[src/rtl/ibex_rf_wb_sequencer.sv]
// Register-file write-port sequencer: merges LSU load returns and EX results
// into one registered write port, with a 2-entry EX FIFO, forwarding and a pending map.
module ibex_rf_wb_sequencer #(
  parameter int DataWidth         = 32,
  parameter bit DummyInstructions = 1'b0
) (
  input  logic                 clk_i,
  input  logic                 rst_ni,
  input  logic                 ex_valid_i,
  output logic                 ex_ready_o,
  input  logic [4:0]           ex_waddr_i,
  input  logic [DataWidth-1:0] ex_wdata_i,
  input  logic                 ex_dummy_i,
  input  logic                 lsu_rvalid_i,
  input  logic [4:0]           lsu_waddr_i,
  input  logic [DataWidth-1:0] lsu_rdata_i,
  output logic                 rf_we_o,
  output logic [4:0]           rf_waddr_o,
  output logic [DataWidth-1:0] rf_wdata_o,
  output logic                 rf_dummy_wb_o,
  input  logic [4:0]           raddr_a_i,
  input  logic [4:0]           raddr_b_i,
  output logic                 fwd_a_valid_o,
  output logic                 fwd_b_valid_o,
  output logic [DataWidth-1:0] fwd_a_data_o,
  output logic [DataWidth-1:0] fwd_b_data_o,
  output logic [31:0]          pending_o
);

  logic [1:0]           r_cnt;
  logic [4:0]           r_q_waddr [2];
  logic [DataWidth-1:0] r_q_wdata [2];
  logic                 r_q_dummy [2];

  logic                 r_out_valid;
  logic [4:0]           r_out_waddr;
  logic [DataWidth-1:0] r_out_wdata;
  logic                 r_out_dummy;

  logic                 w_ex_acc;
  logic                 w_ex_dummy;
  logic                 w_ex_keep;
  logic                 w_lsu_keep;
  logic                 w_sel_valid;
  logic [4:0]           w_sel_waddr;
  logic [DataWidth-1:0] w_sel_wdata;
  logic                 w_sel_dummy;
  logic                 w_pop;
  logic                 w_push;
  logic                 w_push_idx;
  logic [31:0]          w_pend;
  logic [4:0]           w_ra [2];
  logic                 w_fv [2];
  logic [DataWidth-1:0] w_fd [2];

  assign ex_ready_o = (r_cnt < 2'd2);
  assign w_ex_acc   = ex_valid_i & ex_ready_o;
  // A dummy x0 write survives filtering only when dummy instructions are enabled.
  assign w_ex_dummy = DummyInstructions & ex_dummy_i & (ex_waddr_i == 5'd0);
  assign w_ex_keep  = w_ex_acc & ((ex_waddr_i != 5'd0) | w_ex_dummy);
  assign w_lsu_keep = lsu_rvalid_i & (lsu_waddr_i != 5'd0);
  assign w_push_idx = (r_cnt == 2'd2) | ((r_cnt == 2'd1) & ~w_pop);

  always_comb begin
    w_sel_valid = 1'b0;
    w_sel_waddr = 5'd0;
    w_sel_wdata = '0;
    w_sel_dummy = 1'b0;
    w_pop       = 1'b0;
    w_push      = 1'b0;
    if (w_lsu_keep) begin
      w_sel_valid = 1'b1;
      w_sel_waddr = lsu_waddr_i;
      w_sel_wdata = lsu_rdata_i;
      w_push      = w_ex_keep;
    end else if (r_cnt != 2'd0) begin
      w_sel_valid = 1'b1;
      w_sel_waddr = r_q_waddr[0];
      w_sel_wdata = r_q_wdata[0];
      w_sel_dummy = r_q_dummy[0];
      w_pop       = 1'b1;
      w_push      = w_ex_keep;
    end else if (w_ex_keep) begin
      w_sel_valid = 1'b1;
      w_sel_waddr = ex_waddr_i;
      w_sel_wdata = ex_wdata_i;
      w_sel_dummy = w_ex_dummy;
    end else begin
      w_sel_valid = 1'b0;
    end
  end

  // FIFO storage: entry 0 is the head; a pop shifts entry 1 down before the push lands.
  always_ff @(posedge clk_i or negedge rst_ni) begin
    if (!rst_ni) begin
      r_cnt <= 2'd0;
      for (int i = 0; i < 2; i++) begin
        r_q_waddr[i] <= 5'd0;
        r_q_wdata[i] <= '0;
        r_q_dummy[i] <= 1'b0;
      end
    end else begin
      r_cnt <= r_cnt - {1'b0, w_pop} + {1'b0, w_push};
      if (w_pop) begin
        r_q_waddr[0] <= r_q_waddr[1];
        r_q_wdata[0] <= r_q_wdata[1];
        r_q_dummy[0] <= r_q_dummy[1];
      end
      if (w_push) begin
        r_q_waddr[w_push_idx] <= ex_waddr_i;
        r_q_wdata[w_push_idx] <= ex_wdata_i;
        r_q_dummy[w_push_idx] <= w_ex_dummy;
      end
    end
  end

  always_ff @(posedge clk_i or negedge rst_ni) begin
    if (!rst_ni) begin
      r_out_valid <= 1'b0;
      r_out_waddr <= 5'd0;
      r_out_wdata <= '0;
      r_out_dummy <= 1'b0;
    end else begin
      r_out_valid <= w_sel_valid;
      r_out_waddr <= w_sel_waddr;
      r_out_wdata <= w_sel_wdata;
      r_out_dummy <= w_sel_dummy;
    end
  end

  assign rf_we_o       = r_out_valid;
  assign rf_waddr_o    = r_out_waddr;
  assign rf_wdata_o    = r_out_wdata;
  assign rf_dummy_wb_o = r_out_dummy;

  always_comb begin
    w_pend = 32'd0;
    if (r_cnt != 2'd0) begin
      w_pend = w_pend | (32'd1 << r_q_waddr[0]);
    end else begin
      w_pend = w_pend;
    end
    if (r_cnt == 2'd2) begin
      w_pend = w_pend | (32'd1 << r_q_waddr[1]);
    end else begin
      w_pend = w_pend;
    end
    if (r_out_valid) begin
      w_pend = w_pend | (32'd1 << r_out_waddr);
    end else begin
      w_pend = w_pend;
    end
    w_pend[0] = 1'b0;
  end

  assign pending_o = w_pend;
  assign w_ra[0]   = raddr_a_i;
  assign w_ra[1]   = raddr_b_i;

  // Youngest match wins; dummy entries carry x0 and so never match a nonzero address.
  always_comb begin
    for (int p = 0; p < 2; p++) begin
      w_fv[p] = 1'b0;
      w_fd[p] = '0;
      if (w_ra[p] == 5'd0) begin
        w_fv[p] = 1'b0;
      end else if ((r_cnt == 2'd2) && (r_q_waddr[1] == w_ra[p])) begin
        w_fv[p] = 1'b1;
        w_fd[p] = r_q_wdata[1];
      end else if ((r_cnt != 2'd0) && (r_q_waddr[0] == w_ra[p])) begin
        w_fv[p] = 1'b1;
        w_fd[p] = r_q_wdata[0];
      end else if (r_out_valid && (r_out_waddr == w_ra[p])) begin
        w_fv[p] = 1'b1;
        w_fd[p] = r_out_wdata;
      end else begin
        w_fv[p] = 1'b0;
      end
    end
  end

  assign fwd_a_valid_o = w_fv[0];
  assign fwd_a_data_o  = w_fd[0];
  assign fwd_b_valid_o = w_fv[1];
  assign fwd_b_data_o  = w_fd[1];

endmodule

[config.mk]
export PLATFORM = sky130hd
export DESIGN_NAME = ibex_rf_wb_sequencer
export DESIGN_NICKNAME = d
export VERILOG_FILES = /design/src/rtl/ibex_rf_wb_sequencer.sv
export SDC_FILE = /design/constraint.sdc
export NUM_CORES = 1
export LEC_CHECK = 0
export BUFFER_PORTS_ARGS = -buffer_cell sky130_fd_sc_hd__buf_4
export CAP_MARGIN = 25
export CORE_AREA = 2 2 130 157
export CTS_CLUSTER_DIAMETER = 200
export DETAILED_ROUTE_END_ITERATION = 8
export DIE_AREA = 0 0 132 159
export GPL_ROUTABILITY_DRIVEN = 0
export SLEW_MARGIN = 40
export SYNTH_ARGS = -nofsm -noshare
export SYNTH_HDL_FRONTEND = slang
export SYNTH_SLANG_ARGS = --single-unit
[constraint.sdc]
create_clock -name clk_i -period 5.3 [get_ports clk_i]
set_input_delay 0.795 -clock clk_i [delete_from_list [all_inputs] [get_ports clk_i]]
set_output_delay 0.795 -clock clk_i [all_outputs]
set_load 0.01 [all_outputs]
==> impl_metrics.env <==
export IMPL_cp_slowest_cell="or2_2"
export IMPL_coreArea_sq_um=19400
export IMPL_finalSetupViolations=0
export IMPL_drv_cap=0
export IMPL_cp_start_kind="flop"
export IMPL_grt_busiest_layer="met2"
export IMPL_syn_num_nets=868
export IMPL_crit_required_ns=4.51
export IMPL_antenna_cells=0
export IMPL_startpoint="r_cnt[0]"
export IMPL_crit_type="reg2out"
export IMPL_postCtsSetupBuffers=0
export IMPL_p_seq_share_pct=33.1
export IMPL_final_cell_mix="238 x buf_4, 117 x dfrtp_1, 92 x mux2_2"
export IMPL_synthDistinctLibCells=47
export IMPL_syn_area_sq_um=7670
export IMPL_p_total_uw=5370
export IMPL_hold_class="in2async"
export IMPL_grt_pass1_wl_mm=39.6
export IMPL_drive_above_1_share_pct=39.1
export IMPL_io_buffers=224
export IMPL_viasPerCell=5.54
export IMPL_die_h_um=159
export IMPL_cts_root_buf="clkbuf_16"
export IMPL_multi_input_area_sq_um=4470
export IMPL_p_sw_uw=2050
export IMPL_path_cells="or2_2 -> nand2_1 -> or2_2 -> buf_4 -> mux2i_1 -> o2bb2ai_1 -> buf_4"
export IMPL_cts_sinks=117
export IMPL_drc=0
export IMPL_drt_iter0_markers=345
export IMPL_vias=6858
export IMPL_finalClockSkew_ns=0.00680
export IMPL_worst_hold_slack_ns=0.362
export IMPL_cellPowerDensity_nw_per_um2=524
export IMPL_track_usage_pct=23.8
export IMPL_ioPinCount=227
export IMPL_area_growth_synth_to_final_pct=33.8
export IMPL_p_int_uw=3320
export IMPL_die_area_sq_um=21000
export IMPL_rsz0062_at_grt="no"
export IMPL_regToRegStartpoint="r_cnt[0]"
export IMPL_htreeDepth=4
export IMPL_path_buf_inv=2
export IMPL_max_freq_mhz=258
export IMPL_peakVddDrop_uv=255
export IMPL_setup_ws_ns=1.43
export IMPL_switching_share_pct=38.2
export IMPL_final_antenna_net_count=0
export IMPL_dr_pass1_iters=5
export IMPL_cts_resized=0
export IMPL_finalMaxSlewViolations=0
export IMPL_pre_cts_ws_ns=1.69
export IMPL_seqCellArea_sq_um=2930
export IMPL_numCtsBuffers=17
export IMPL_cts_hold_buf=0
export IMPL_final_area_sq_um=10300
export IMPL_grt_met2_usage_pct=41.1
export IMPL_combPwrFrac_pct=42.5
export IMPL_antenna_found_initial=0
export IMPL_grt_met3_usage_pct=4.55
export IMPL_clock_latency_ns=0.41
export IMPL_cts_tree="done"
export IMPL_worstMarginPinSlew_ns=0.878
export IMPL_finalCritPeriodShare_pct=73.0
export IMPL_final_common_cell="buf_4"
export IMPL_status="finished, final reports clean"
export IMPL_fp_dieW_um=132
export IMPL_cp_end_kind="primary output"
export IMPL_wirelength_mm=25.3
export IMPL_relSlewSlack_pct=41.5
export IMPL_globalRouteOverflowTotal=0
export IMPL_ys_ff_latch=117
export IMPL_placed_area_sq_um=9590
export IMPL_row_count=56
export IMPL_clk_pin_slew_ns=0.06
export IMPL_path_max_fanout=19
export IMPL_clkPwrFrac_pct=24.4
export IMPL_grt_max_degree=45
export IMPL_cp_data_arrival_time_ns=3.07
export IMPL_start_util_pct=39.5
export IMPL_netlist_instances=778
export IMPL_finalHoldViolations=0
export IMPL_synth_warnings=0
export IMPL_met1_usage_pct=30.1
export IMPL_cts_path_max_buffers=2
export IMPL_wl_per_cell_um=20.5
export IMPL_fillCellCount=1810
export IMPL_leakage_uw=0.00482
export IMPL_dp_hpwl_mm=17.2
export IMPL_avgSynthCellArea_sq_um=9.86
export IMPL_nNetsFinal=1053
export IMPL_grt_pass1_vias=7052
export IMPL_path_delay_family="simple AND/OR/NAND/NOR gates"
export IMPL_setup_tns_final_ns=0
export IMPL_yosysSeqAreaShare_pct=38.2
export IMPL_fin_crit_ns=3.87
export IMPL_critPathMaxStageDelay_ns=0.62
## metrics by stage
| step | std cells | util, % |
|---|---|---|
| after global placement | 1202 | 49.0 |
| after global routing | 1237 | 52.9 |
| final | 1237 | 52.9 |
| after CTS | 1237 | 52.9 |
| after detailed placement | 1205 | 49.4 |
| after floorplan | 778 | - |
## routing by layer
metal  vias to the layer above  part of all wire, %
met4                         0                  1.9
met5                         -                    0
met1                      3355                   43
met3                        28                  4.9
li1                       3250                    -
met2                       225                   50
## final cells by class
cell class / instances / area share, %
Multi-Input combinational cell: 584 / 43.6
Tap cell: 261 / 3.18
Timing Repair Buffer: 241 / 18.1
Clock buffer: 19 / 4.32
Inverter: 2 / 0.0732
Clock inverter: 13 / 2.22
Sequential cell: 117 / 28.5
## power by group through the flow
stage	clock network (uW)	logic, uW	registers, uW
after floorplan	0	1600	1600
after global placement	0	2250	1770
after detailed placement	0	2290	1780
after CTS	1330	2300	1770
after global routing	1370	2490	1840
final	1310	2280	1780
## cell families (layout without fill, tap and decap cells)
logic type	Yosys count	count (layout)	synth area share (%)
adders and majority gates	1	1	0.163
muxes	175	175	24.7
xor gates and xnor gates	32	32	3.66
other	1	1	0.0489
buffers and inverters	77	275	4.36
AOI/OAI and AO/OA	142	142	14.8
DFF	117	117	38.2
and+or+nand+nor	233	233	14.1
## cell usage after synthesis (all sizes together)
library cell  count  area share [%]
a22o              1            0.11
and2              2            0.16
nand3b            3            0.29
nor2b             2            0.16
nor4              3            0.24
xor2             18             2.1
o22ai             1           0.082
or4               4            0.44
a21oi             1           0.065
o211ai            2            0.20
nand4             4            0.33
dfrtp           117              38
or2               7            0.57
mux2i            64             8.4
nand4b            1            0.11
mux2            111              16
nand2            85             4.2
o221ai           29             3.3
or3               2            0.16
conb              1           0.049
buf              26             1.8
xnor2            14             1.6
nand3            45             2.9
and3b             3            0.34
nor2             53             2.6
a2bb2oi           1            0.11
ha                1            0.16
or3b              1            0.11
inv               2           0.098
a31oi            36             2.9
o21ai             4            0.41
and3              6            0.49
o21a              1           0.098
o2bb2ai          64             7.3
clkbuf           49             2.4
nor3              5            0.33
nor3b             5            0.49
a21o              2            0.20
nand2b            2            0.16
## path summary, 6_finish.rpt
path,end,slack [ns],cells after the start
setup / recovery,fwd_a_data_o[11],1.43,7
hold / removal,rf_wdata_o[8],0.36,1
setup reg to reg,r_q_wdata[49],2.59,5
hold reg to reg,r_q_dummy[0],0.49,1
max in group asynchronous,async pin,3.92,2
min in group clk_i,r_q_dummy[0],0.49,1
Power figures use the tool's default switching activity.
